<file path="config.mk">
export PLATFORM = sky130hd
export DESIGN_NAME = ps2_host_tx_flat
export DESIGN_NICKNAME = d
export VERILOG_FILES = /design/src/rtl/ps2_host_tx_if.sv /design/src/rtl/ps2_host_tx.sv /design/src/flat_wrapper.sv
export SDC_FILE = /design/constraint.sdc
export NUM_CORES = 1
export LEC_CHECK = 0
export ABC_AREA = 1
export BUFFER_PORTS_ARGS = -buffer_cell sky130_fd_sc_hd__buf_4
export CAP_MARGIN = 20
export CORE_ASPECT_RATIO = 0.5
export CORE_MARGIN = 3
export CORE_UTILIZATION = 57
export CTS_BUF_LIST = sky130_fd_sc_hd__clkbuf_4
export DETAILED_ROUTE_END_ITERATION = 12
export GPL_TIMING_DRIVEN = 1
export PLACE_DENSITY = 0.87
export SLEW_MARGIN = 20
export SYNTH_ARGS = -nofsm -noshare
export SYNTH_HDL_FRONTEND = slang
export SYNTH_SLANG_ARGS = --single-unit
</file>
<file path="constraint.sdc">
create_clock -name CLOCK_50 -period 2.1 [get_ports CLOCK_50]
set_clock_uncertainty 0.05 [all_clocks]
set_input_delay 0.42 -clock CLOCK_50 [delete_from_list [all_inputs] [get_ports CLOCK_50]]
set_output_delay 0.42 -clock CLOCK_50 [all_outputs]
set_load 0.02 [all_outputs]
</file>
<file path="src/rtl/ps2_host_tx_if.sv">
// Command/status bundle for the PS/2 host transmitter.
//   cmd_valid, cmd_data : command byte offered by the controller (LSB sent first)
//   cmd_ready           : transmitter idle and able to take a byte
//   tx_busy             : transfer in progress
//   tx_done, tx_error   : one-cycle completion / failure pulses
// master = controller side, slave = transmitter side.
`timescale 1ns/1ps
interface ps2_host_tx_if;
  logic       cmd_valid;
  logic [7:0] cmd_data;
  logic       cmd_ready;
  logic       tx_busy;
  logic       tx_done;
  logic       tx_error;

  modport master (
    output cmd_valid, cmd_data,
    input  cmd_ready, tx_busy, tx_done, tx_error
  );

  modport slave (
    input  cmd_valid, cmd_data,
    output cmd_ready, tx_busy, tx_done, tx_error
  );
endinterface

</file>
<file path="src/rtl/ps2_host_tx.sv">
// Host-to-device PS/2 transmitter. Sends one command byte to the keyboard:
// inhibit, request-to-send, 8 data bits on device clock falls, odd parity,
// stop, then checks the device ACK and waits for the bus to go idle.
// Ports:
//   CLOCK_50   : system clock, all logic on the rising edge
//   reset      : synchronous, active-high
//   cmd        : command handshake and status (ps2_host_tx_if.slave)
//   ps2_clk_in : raw PS2_CLK pad level
//   ps2_dat_in : raw PS2_DAT pad level
//   ps2_clk_oe : 1 = pull PS2_CLK low, 0 = release
//   ps2_dat_oe : 1 = pull PS2_DAT low, 0 = release
`timescale 1ns/1ps
module ps2_host_tx #(
  parameter int unsigned INHIBIT_CYCLES = 5000,
  parameter int unsigned TIMEOUT_CYCLES = 750000
) (
  input  logic         CLOCK_50,
  input  logic         reset,
  ps2_host_tx_if.slave cmd,
  input  logic         ps2_clk_in,
  input  logic         ps2_dat_in,
  output logic         ps2_clk_oe,
  output logic         ps2_dat_oe
);

  localparam logic [2:0] StIdle     = 3'd0;
  localparam logic [2:0] StInhibit  = 3'd1;
  localparam logic [2:0] StRts      = 3'd2;
  localparam logic [2:0] StSend     = 3'd3;
  localparam logic [2:0] StAck      = 3'd4;
  localparam logic [2:0] StWaitIdle = 3'd5;
  localparam logic [2:0] StDone     = 3'd6;
  localparam logic [2:0] StErr      = 3'd7;

  // One counter serves both the inhibit interval and the event timeout.
  localparam int unsigned CntMax = (INHIBIT_CYCLES > TIMEOUT_CYCLES) ? INHIBIT_CYCLES
                                                                      : TIMEOUT_CYCLES;
  localparam int unsigned CntW   = $clog2(CntMax + 1);

  localparam logic [CntW-1:0] InhibitLast = CntW'(INHIBIT_CYCLES - 1);
  localparam logic [CntW-1:0] TimeoutLast = CntW'(TIMEOUT_CYCLES - 1);

  logic            clk_s1_q, clk_s2_q, clk_prev_q;
  logic            dat_s1_q, dat_s2_q;
  logic [2:0]      state_q, state_d;
  logic [CntW-1:0] cnt_q, cnt_d;
  logic [3:0]      bit_idx_q, bit_idx_d;
  logic [9:0]      shift_q, shift_d;
  logic            dat_oe_q, dat_oe_d;

  logic            clk_fall;
  logic            timeout;
  logic [CntW-1:0] cnt_inc;

  assign clk_fall = clk_prev_q & ~clk_s2_q;
  assign timeout  = (cnt_q == TimeoutLast);
  // Saturating increment: the timer must never wrap back to zero.
  assign cnt_inc  = timeout ? cnt_q : cnt_q + CntW'(1);

  always_comb begin
    state_d   = state_q;
    cnt_d     = cnt_q;
    bit_idx_d = bit_idx_q;
    shift_d   = shift_q;
    dat_oe_d  = dat_oe_q;

    case (state_q)
      StIdle: begin
        dat_oe_d  = 1'b0;
        cnt_d     = '0;
        bit_idx_d = '0;
        if (cmd.cmd_valid) begin
          // {stop, odd parity, data}; shifted out LSB first.
          shift_d = {1'b1, ~^cmd.cmd_data, cmd.cmd_data};
          state_d = StInhibit;
        end
      end

      StInhibit: begin
        if (cnt_q == InhibitLast) begin
          cnt_d    = '0;
          dat_oe_d = 1'b1;  // start bit goes low while clock is still held
          state_d  = StRts;
        end else begin
          cnt_d = cnt_q + CntW'(1);
        end
      end

      StRts: begin
        cnt_d   = '0;
        state_d = StSend;
      end

      StSend: begin
        if (clk_fall) begin
          cnt_d     = '0;
          dat_oe_d  = ~shift_q[0];
          shift_d   = {1'b0, shift_q[9:1]};
          bit_idx_d = bit_idx_q + 4'd1;
          if (bit_idx_q == 4'd9) begin
            state_d = StAck;
          end
        end else if (timeout) begin
          dat_oe_d = 1'b0;
          state_d  = StErr;
        end else begin
          cnt_d = cnt_inc;
        end
      end

      StAck: begin
        if (clk_fall) begin
          cnt_d   = '0;
          state_d = dat_s2_q ? StErr : StWaitIdle;
        end else if (timeout) begin
          state_d = StErr;
        end else begin
          cnt_d = cnt_inc;
        end
      end

      StWaitIdle: begin
        if (clk_s2_q && dat_s2_q) begin
          state_d = StDone;
        end else if (timeout) begin
          state_d = StErr;
        end else begin
          cnt_d = cnt_inc;
        end
      end

      StDone: begin
        dat_oe_d = 1'b0;
        state_d  = StIdle;
      end

      StErr: begin
        dat_oe_d = 1'b0;
        state_d  = StIdle;
      end

      default: begin
        dat_oe_d = 1'b0;
        state_d  = StIdle;
      end
    endcase
  end

  always_ff @(posedge CLOCK_50) begin
    if (reset) begin
      clk_s1_q   <= 1'b1;
      clk_s2_q   <= 1'b1;
      clk_prev_q <= 1'b1;
      dat_s1_q   <= 1'b1;
      dat_s2_q   <= 1'b1;
      state_q    <= StIdle;
      cnt_q      <= '0;
      bit_idx_q  <= '0;
      shift_q    <= '0;
      dat_oe_q   <= 1'b0;
    end else begin
      clk_s1_q   <= ps2_clk_in;
      clk_s2_q   <= clk_s1_q;
      clk_prev_q <= clk_s2_q;
      dat_s1_q   <= ps2_dat_in;
      dat_s2_q   <= dat_s1_q;
      state_q    <= state_d;
      cnt_q      <= cnt_d;
      bit_idx_q  <= bit_idx_d;
      shift_q    <= shift_d;
      dat_oe_q   <= dat_oe_d;
    end
  end

  assign cmd.cmd_ready = (state_q == StIdle);
  assign cmd.tx_busy   = (state_q != StIdle);
  assign cmd.tx_done   = (state_q == StDone);
  assign cmd.tx_error  = (state_q == StErr);
  assign ps2_clk_oe    = (state_q == StInhibit) || (state_q == StRts);
  assign ps2_dat_oe    = dat_oe_q;

endmodule

</file>
<file path="src/flat_wrapper.sv">
// flat-port wrapper written by rule: the top's interface ports become plain ports
module ps2_host_tx_flat 
#(
  parameter int unsigned INHIBIT_CYCLES = 5000,
  parameter int unsigned TIMEOUT_CYCLES = 750000
)
  (CLOCK_50, reset, ps2_clk_in, ps2_dat_in, ps2_clk_oe, ps2_dat_oe, cmd_cmd_valid, cmd_cmd_data, cmd_cmd_ready, cmd_tx_busy, cmd_tx_done, cmd_tx_error);
  ps2_host_tx_if cmd_i ();
  input  logic CLOCK_50;
  input  logic reset;
  input  logic ps2_clk_in;
  input  logic ps2_dat_in;
  output logic ps2_clk_oe;
  output logic ps2_dat_oe;
  input wire logic [$bits(cmd_i.cmd_valid)-1:0] cmd_cmd_valid;
  input wire logic [$bits(cmd_i.cmd_data)-1:0] cmd_cmd_data;
  output wire logic [$bits(cmd_i.cmd_ready)-1:0] cmd_cmd_ready;
  output wire logic [$bits(cmd_i.tx_busy)-1:0] cmd_tx_busy;
  output wire logic [$bits(cmd_i.tx_done)-1:0] cmd_tx_done;
  output wire logic [$bits(cmd_i.tx_error)-1:0] cmd_tx_error;
  assign cmd_i.cmd_valid = cmd_cmd_valid;
  assign cmd_i.cmd_data = cmd_cmd_data;
  assign cmd_cmd_ready = cmd_i.cmd_ready;
  assign cmd_tx_busy = cmd_i.tx_busy;
  assign cmd_tx_done = cmd_i.tx_done;
  assign cmd_tx_error = cmd_i.tx_error;
  ps2_host_tx #(.INHIBIT_CYCLES(INHIBIT_CYCLES), .TIMEOUT_CYCLES(TIMEOUT_CYCLES)) u_core (.CLOCK_50(CLOCK_50), .reset(reset), .cmd(cmd_i), .ps2_clk_in(ps2_clk_in), .ps2_dat_in(ps2_dat_in), .ps2_clk_oe(ps2_clk_oe), .ps2_dat_oe(ps2_dat_oe));
endmodule
</file>
# Yosys cells after proc, flatten, opt, wreduce, memory -nomap -nowiden
# Cells that the tools add are included.
# op_classes
n_reduce_logical	17
n_bitwise	3
mux	23
n_addsub	2
n_eq_ne	16
# op_table
op	count
20-bit two-way mux	4
20-bit one-hot mux with 4 select lines	1
3-bit two-way mux	7
3-bit one-hot mux with 7 select lines	1
20-bit by 1-bit adder with 20-bit output (second input constant)	1
20-bit by 13-bit == test with 1-bit output (second input constant)	1
20-bit == test (second input constant)	1
10-bit two-way mux	2
10-bit one-hot mux with 2 select lines	1
3-bit == test (second input constant)	4
3-bit AND reduction	3
4-bit one-hot mux with 2 select lines	1
8-bit XNOR reduction	1
3-bit by 2-bit == test with 1-bit output (second input constant)	2
3-bit nonzero test	2
2-bit OR reduction	3
4-bit by 1-bit adder with 4-bit output (second input constant)	1
4-bit == test (second input constant)	1
4-bit two-way mux	1
2-bit by 1-bit != test with 1-bit output (second input constant)	2
2-bit != test (second input constant)	2
2-bit AND reduction	2
4-bit nonzero test	1
3-bit by 1-bit == test with 1-bit output (second input constant)	1
other kinds (12)	15
# totals
in_bits	13
wordCells	71
out_inout_bits	6
regBits	43

# Longest topological paths before layout
# Gate-level depths: netlist of the first run.
# logic_depth
word_depth	4
mapped_depth	13
mapped_depth_nobuf	12

# Least setup slack after synthesis of the first run
# Ideal clock, no wire load.
# synth_timing
path_kind	reg2reg
from	register u_core.state_q[0]
to	register u_core.shift_q[7]
setup_slack_ps	245
t_required_ps	1928
period_less_slack_ps	1855
n_path_buf	1
path_stages_with_launch	11
arrival_time_ps	1684
setup_time_ps	122
cell_sequence	dfxtp_1 -> inv_2 -> nand2_1 -> nor2_1 -> inv_2 -> or2_4 -> nand2_4 -> inv_4 -> buf_6 -> o21ai_1 -> a31oi_1
# synth_between
elab_chain_len	3
elab_cells_between_ends	7
classes_between	eq/ne (3); mux (1); reduce/logical (3)
# synth_rtl
element	line	source
from (decl)	ps2_host_tx.sv:45	logic [2:0] state_q, state_d;
from (signal assigned)	ps2_host_tx.sv:156	state_q <= StIdle;
from (signal assigned)	ps2_host_tx.sv:167	state_q <= state_d;
3-bit zero test *	--	
via cmd_cmd_ready	flat_wrapper.sv:17	output wire logic [$bits(cmd_i.cmd_ready)-1:0] cmd_cmd_ready;
2-bit != test (no source line) or 2-bit nonzero test (tied branches)	--	
3-bit AND reduction (no source line)	--	
to (signal assigned)	ps2_host_tx.sv:170	shift_q <= shift_d;
to (decl)	ps2_host_tx.sv:48	logic [9:0] shift_q, shift_d;
# Mark *: on every way through the listed nets, which the timed path passes. The rest lies on a longest branch.
# A chain may end at the register's enable or synchronous reset.

# Worst setup path after layout of the first run
# layout_timing
from	register u_core.state_q[1]
to	register u_core.cnt_q[12]
# layout_between
elab_chain_len	4
elab_cells_between_ends	12
classes_between	eq/ne (6); mux (1); reduce/logical (5)
# layout_rtl
element	line	source
3-bit by 2-bit == test with 1-bit output, or another cell as far along	ps2_host_tx.sv:67	case (state_q)
2-bit OR reduction (no source line)	--	
4-bit nonzero test (no source line)	--	
2-bit AND reduction (no source line)	--	
to (signal assigned)	ps2_host_tx.sv:168	cnt_q <= cnt_d;
to (decl)	ps2_host_tx.sv:46	logic [CntW-1:0] cnt_q, cnt_d;
# Parallel ways exist; a longest one is shown, timed or not.

==> results of run 1 <==
-- logic make-up after synthesis --
kind of cell / share of synthesized area [%]
AOI/OAI and AO/OA: 11.9
and+or+nand+nor: 40.9
buffers and inverters: 10.1
adders and majority gates: 1.45
DFF: 33.3
xor gates and xnor gates: 2.37
-- worst max-delay path, cell delays in order (launching register included) --
cell	delay, ns
sky130_fd_sc_hd__dfxtp_1	0.48
sky130_fd_sc_hd__inv_2	0.08
sky130_fd_sc_hd__nand2_2	0.11
sky130_fd_sc_hd__nor2_2	0.08
sky130_fd_sc_hd__a21oi_4	0.36
sky130_fd_sc_hd__nand3_2	0.25
sky130_fd_sc_hd__nand2_1	0.19
sky130_fd_sc_hd__inv_2	0.09
sky130_fd_sc_hd__nand2_1	0.08
sky130_fd_sc_hd__nor2_1	0.04
-- layout by cell type, fill, tap and decap left out, types with 3 or more instances in the layout --
cell,count
sky130_fd_sc_hd__nand2_1,115
sky130_fd_sc_hd__nor2_1,54
sky130_fd_sc_hd__inv_1,51
sky130_fd_sc_hd__dfxtp_1,43
sky130_fd_sc_hd__nand3_1,37
sky130_fd_sc_hd__buf_4,24
sky130_fd_sc_hd__o21ai_0,19
sky130_fd_sc_hd__a21oi_1,16
sky130_fd_sc_hd__a31oi_1,11
sky130_fd_sc_hd__nor3_1,8
sky130_fd_sc_hd__inv_2,5
sky130_fd_sc_hd__xnor2_1,5
sky130_fd_sc_hd__nand4_1,5
sky130_fd_sc_hd__or2_2,5
sky130_fd_sc_hd__clkbuf_4,5
sky130_fd_sc_hd__nor2_2,3
sky130_fd_sc_hd__o21ai_1,3
sky130_fd_sc_hd__ha_1,3
-- sequential cells by signal, indices dropped and copies added, names as in the netlist --
name	count
u_core.cnt_q	20
u_core.shift_q	10
u_core.bit_idx_q	4
u_core.state_q	3
u_core.clk_prev_q	1
u_core.clk_s1_q	1
u_core.clk_s2_q	1
u_core.dat_s1_q	1
u_core.dat_s2_q	1
u_core.ps2_dat_oe	1
-- power breakdown --
part / leakage (nW) / switching (mW) / total [mW] / internal, mW
sequential: 0.351 / 0.0327 / 0.898 / 0.865
combinational: 0.918 / 0.211 / 0.340 / 0.128
clock: 0.0288 / 0.284 / 0.413 / 0.129
total: 1.30 / 0.528 / 1.65 / 1.12
-- final timing paths --
kind                                   endpoint
hold reg to reg      u_core.dat_s2_q$_SDFF_PP1_
setup reg to reg  u_core.cnt_q[12]$_SDFFE_PP0P_
setup / recovery  u_core.cnt_q[12]$_SDFFE_PP0P_
hold / removal       u_core.clk_s1_q$_SDFF_PP1_
-- routing by layer --
metal	up-vias	part of all wire [%]
met5	-	0
met4	0	1.4
met3	14	9.7
met2	139	46
met1	1203	43
li1	1365	-
-- through the flow --
stage	worst slack, ns	power [mW]	TNS [ns]	instance area, um^2
2_1_floorplan	0.245	1.15	0	2580
3_3_place_gp	0.341	1.23	0	2790
3_5_place_dp	0.168	1.25	0	2790
4_1_cts	0.153	1.66	0	2850
5_1_grt	-0.00207	1.74	-0.00207	2860
6_report	0.176	1.65	0	2860
-- timing repair --
item,4_1_cts,5_1_grt
endpoints found under the setup margin,0,3
resized for setup,0,2
setup buffers,0,0
-- cell type report --
type                    instances  share of cell area (%)
multi-input cells             305                    51.6
flip-flops and latches         43                    30.1
inverters                      57                    7.58
repair buffers                 24                    6.31
well taps                      54                    2.37
clock buffers                   5                    1.31
clock inverters                 3                   0.701
==> results.cfg, run 1 <==
[outcome]
outcome = completed

[worst_setup_path]
reg_to_reg_setup_timing_slack_ns = 0.18
number_of_cell_instances_on_the_worst_register_to_register_path = 9
timing.critical_path.required_ns = 2.32
launch_instance_of_the_worst_register_to_register_path = u_core.state_q[1]$_SDFFE_PP0P_
critical_path.max_fanout = 12
worstPathArrival_ns = 2.14
classification_of_the_worst_setup_path = flip-flop to flip-flop
timing.critical_path.from = u_core.state_q[1]$_SDFFE_PP0P_
worst_setup_path_start_kind = flip-flop
worstSetupEndpointType = flip-flop

[routing]
final_wirelength_um = 6130
routedWlPerCell_um = 12.5
final_antenna_net_count = 0
first_pass_iters = 5
num_vias = 2721
drcViolationCount = 0
detailed_route_vias_per_instance = 5.54
detail_route.iter0.violations = 225

[floorplanning]
placement_rows = 16
floorplan.die.width_um = 101
boundaryPins = 19
chipHeight_um = 53.6
die_footprint_um2 = 5430
effective_utilization_at_floorplan_pct = 62.7
fp.coreArea_um2 = 4120

[layout]
finalCoreUtilization_pct = 69.2
finalNonFillerCells = 491
footprint_of_the_flip_flops_and_latches_um2 = 861
drive_gt1_share_pct = 12.6
multi_input_logic_area_um2 = 1470
antenna_cells = 0
area_growth_syn_to_fin_pct = 10.5
filler_cell_count = 340
finish.net_count = 452

[clocking]
cts_hold_buffers = 0
clkSinkCount = 43
worst_setup_hold_path_clk_slew_ns = 0.14
h-tree-depth = 2
clk-insertion-delay-late_ns = 0.37
cts_buffers = 5
cts-root-buf = sky130_fd_sc_hd__clkbuf_4
max-clock-path-buffers = 2
cts_tree = done

[hold_path]
worst_hold_startpoint = ps2_clk_in
hold_path_class = input port to flip-flop
hold_path_depth = 2

[synth]
synth_ff_type = sky130_fd_sc_hd__dfxtp_1
total_number_of_yosys_warnings = 0
post_syn_area_um2 = 2580
syn_nets = 428
synth.lib_cells_used.distinct = 33
ys_ff_latch = 43
synth_commonest_cells = sky130_fd_sc_hd__nand2_1 (115), sky130_fd_sc_hd__nor2_1 (55), sky130_fd_sc_hd__inv_1 (51)
synth.most_common_cell = sky130_fd_sc_hd__nand2_1
postSynthAreaPerCell_um2 = 6.27
synth_async_sr_flop_share_pct = 0
post-synth-top-area-fraction_pct = 33.3
postSynthCellCount = 412
synth.area.top_cells = sky130_fd_sc_hd__dfxtp_1 (33%), sky130_fd_sc_hd__nand2_1 (17%), sky130_fd_sc_hd__nor2_1 (8.0%)
post-synth-top-area-cell = sky130_fd_sc_hd__dfxtp_1
synth-seq-area-share_pct = 33.3
post_synth_edffs = 0

[job]
maxCapViolations = 0

[global_route]
grt_pass1_vias = 2523
grtUsageMet1_pct = 31.1
globalRouteOverflowTotal = 0
grt_util_met2_pct = 42.5
gr-usage-all-layers_pct = 24.7
top_usage_layer = met2
grt_start_max_net_pins = 18
grt_first_pass_wirelength_um = 10800
antenna_violations_before_repair = 0
globalRouteMet3Util_pct = 6.08

[sta]
hold-worst-slack_ns = 0.185
setup-violations-final = 0
finalWorstPathRequiredPeriod_ns = 1.92
final_hold_viol_count = 0
max_clock_freq_mhz = 520
report.final.slew_viol_count = 0
tightest_slew_ns = 0.418
slew_headroom_pct = 72.1
fin_crit_sh_pct = 91.6

[placed_design]
placement.io_buffers = 18
dpl.hpwl_um = 4650
numPlacedInstances = 483
gp_congestion = 0.995

[power]
leak_nw = 1.30
power.density_cell_area_nw_per_um2 = 578
ir_worst_vdd_uv = 365
Power figures use the tool's default switching activity.
==> inputs of run 2 (changes only) <==
--- a/config.mk
+++ b/config.mk
@@ -8,13 +8,15 @@
 export ABC_AREA = 1
 export BUFFER_PORTS_ARGS = -buffer_cell sky130_fd_sc_hd__buf_4
 export CAP_MARGIN = 20
+export CELL_PAD_IN_SITES_DETAIL_PLACEMENT = 1
+export CELL_PAD_IN_SITES_GLOBAL_PLACEMENT = 1
 export CORE_ASPECT_RATIO = 0.5
 export CORE_MARGIN = 3
-export CORE_UTILIZATION = 57
+export CORE_UTILIZATION = 44
 export CTS_BUF_LIST = sky130_fd_sc_hd__clkbuf_4
 export DETAILED_ROUTE_END_ITERATION = 12
 export GPL_TIMING_DRIVEN = 1
-export PLACE_DENSITY = 0.87
+export PLACE_DENSITY = 0.93
 export SLEW_MARGIN = 20
 export SYNTH_ARGS = -nofsm -noshare
 export SYNTH_HDL_FRONTEND = slang
==> run 2 against run 1 <==
  * Die area up 27%
  * Register-to-register slack worse by 0.07 ns
  * Sequential share of layout area down 0.68 points
  * Design area up 2.3%
  * Global-route usage up 0.57 points
  * Utilization down 17 points
  * Fmax down 3.4%
  * Power up 9.1%
  * Critical path type unchanged
  * Critical endpoint is now u_core.cnt_q[2]$_SDFFE_PP0P_
==> results.cfg, run 2 (synthesis gave the netlist of run 1 again) <==
[outcome]
outcome = completed

[routing]
first_pass_iters = 4
drcViolationCount = 0
num_vias = 2795
final_wirelength_um = 8040
detailed_route_vias_per_instance = 5.48
routedWlPerCell_um = 15.8
detail_route.iter0.violations = 97
final_antenna_net_count = 0

[sta]
setup-violations-final = 0
report.final.slew_viol_count = 0
hold-worst-slack_ns = 0.157
fin_crit_sh_pct = 94.8
rsz_0062_raised_after_global_routing = yes
tightest_slew_ns = 0.374
slew_headroom_pct = 74.9
setup_tns_ns = 0
finalWorstPathRequiredPeriod_ns = 1.99
max_clock_freq_mhz = 502
final_hold_viol_count = 0
final_critical_path_setup_slack_ns = 0.109

[global_route]
antenna_violations_before_repair = 0
globalRouteOverflowTotal = 0
grt_first_pass_wirelength_um = 13700
grt_pass1_vias = 2986
gr-usage-all-layers_pct = 25.2
grt_start_max_net_pins = 18

[worst_setup_path]
critical_path.max_fanout = 11
critPathTopFamily = simple AND/OR/NAND/NOR gates
worst_setup_path_start_kind = flip-flop
classification_of_the_worst_setup_path = flip-flop to flip-flop
timing.critical_path.required_ns = 2.34
largest_incremental_delay_on_the_critical_path_ns = 0.40
worstSetupEndpointType = flip-flop
cp_cell_instances = ha_1 -> nand2_1 -> nor2_2 -> nand2_1 -> nor2_2 -> nand3_4 -> nand2_4 -> inv_2 -> o21ai_0 -> nor2_1
critPathBufInv = 1
critical-path-slowest-cell = sky130_fd_sc_hd__dfxtp_1
worstPathArrival_ns = 2.23

[floorplanning]
die_footprint_um2 = 6880
boundaryPins = 19
effective_utilization_at_floorplan_pct = 46.2
fp.coreArea_um2 = 5590
chipHeight_um = 60.2
placement_rows = 19
floorplan.die.width_um = 114

[layout]
finish.instance_area_um2 = 2920
largest_register_ff_count = 20
layout_commonest_cell = sky130_fd_sc_hd__nand2_1
finalCoreUtilization_pct = 52.3
antenna_cells = 0
multi_input_logic_area_um2 = 1490
max_flop_register = u_core.cnt_q
footprint_of_the_flip_flops_and_latches_um2 = 861
filler_cell_count = 782
finalNonFillerCells = 510
drive_gt1_share_pct = 13.7
layout_common_cells = sky130_fd_sc_hd__nand2_1 (115), sky130_fd_sc_hd__inv_1 (51), sky130_fd_sc_hd__nor2_1 (51)
largest_registers = u_core.cnt_q (20), u_core.shift_q (10), u_core.bit_idx_q (4)
finish.net_count = 453
area_growth_syn_to_fin_pct = 13.1

[placed_design]
numPlacedInstances = 503
placement.io_buffers = 18
pre_cts_worst_setup_slack_ns = -0.0681
gp_congestion = 0.895
dpl.hpwl_um = 6150
dpl-instance-area_um2 = 2820

[clocking]
cts_buffers = 5
post-cts-setup-buffer-count = 0
h-tree-depth = 2
max-clock-path-buffers = 2
cts-root-buf = sky130_fd_sc_hd__clkbuf_4
cts_tree = done
worst_setup_hold_path_clk_slew_ns = 0.13
cts_hold_buffers = 0
clk-insertion-delay-late_ns = 0.39
clkSinkCount = 43

[power]
leak_nw = 1.31
fin_total_pwr_mw = 1.80
power.density_cell_area_nw_per_um2 = 616
ir_worst_vdd_uv = 322

[hold_path]
hold_path_class = input port to flip-flop

[job]
maxCapViolations = 0
==> run 2: area by class of cell <==
type	count	area share, %
sequential	43	29.5
timing repair buffer	25	6.42
tap	73	3.13
clock inverter	2	1.28
inverter	57	7.41
clock buffer	5	1.28
multi-input combinational	305	51.0
==> run 2: path summary, 6_finish.rpt <==
kind / from / to / slack, ns / cells past startpoint
worst min-delay path: ps2_dat_in / u_core.dat_s1_q$_SDFF_PP1_ / 0.16 / 2
worst min register to register: u_core.clk_s1_q$_SDFF_PP1_ / u_core.clk_s2_q$_SDFF_PP1_ / 0.41 / 1
worst max register to register: u_core.cnt_q[0]$_SDFFE_PP0P_ / u_core.cnt_q[2]$_SDFFE_PP0P_ / 0.11 / 10
worst max-delay path: u_core.cnt_q[0]$_SDFFE_PP0P_ / u_core.cnt_q[2]$_SDFFE_PP0P_ / 0.11 / 10
==> run 2: repair_timing <==
item                       CTS  global route
resized for setup            1             6
cloned                       0             0
setup endpoints to repair    2            15
pin swaps                    0             0
==> run 2: worst reg2reg max path, stage by stage, from the launching register on <==
cell	delay, ns
sky130_fd_sc_hd__dfxtp_1	0.40
sky130_fd_sc_hd__ha_1	0.19
sky130_fd_sc_hd__nand2_1	0.13
sky130_fd_sc_hd__nor2_2	0.17
sky130_fd_sc_hd__nand2_1	0.09
sky130_fd_sc_hd__nor2_2	0.19
sky130_fd_sc_hd__nand3_4	0.18
sky130_fd_sc_hd__nand2_4	0.16
sky130_fd_sc_hd__inv_2	0.11
sky130_fd_sc_hd__o21ai_0	0.17
sky130_fd_sc_hd__nor2_1	0.05
==> run 2: routing by layer <==
layer / vias up / wire, um / global-route usage [%]
li1: 1364 / - / -
met1: 1358 / 3580 / 28.6
met2: 58 / 4030 / 47.4
met3: 15 / 318 / 6.07
met4: 0 / 108 / 8.63
met5: - / 0 / 0
==> run 2: power by group <==
| group | total (mW) | leakage (nW) | internal (mW) | switching [mW] |
|---|---|---|---|---|
| Sequential | 0.900 | 0.351 | 0.865 | 0.0348 |
| Clock | 0.551 | 0.0373 | 0.244 | 0.307 |
| Combinational | 0.348 | 0.922 | 0.129 | 0.220 |
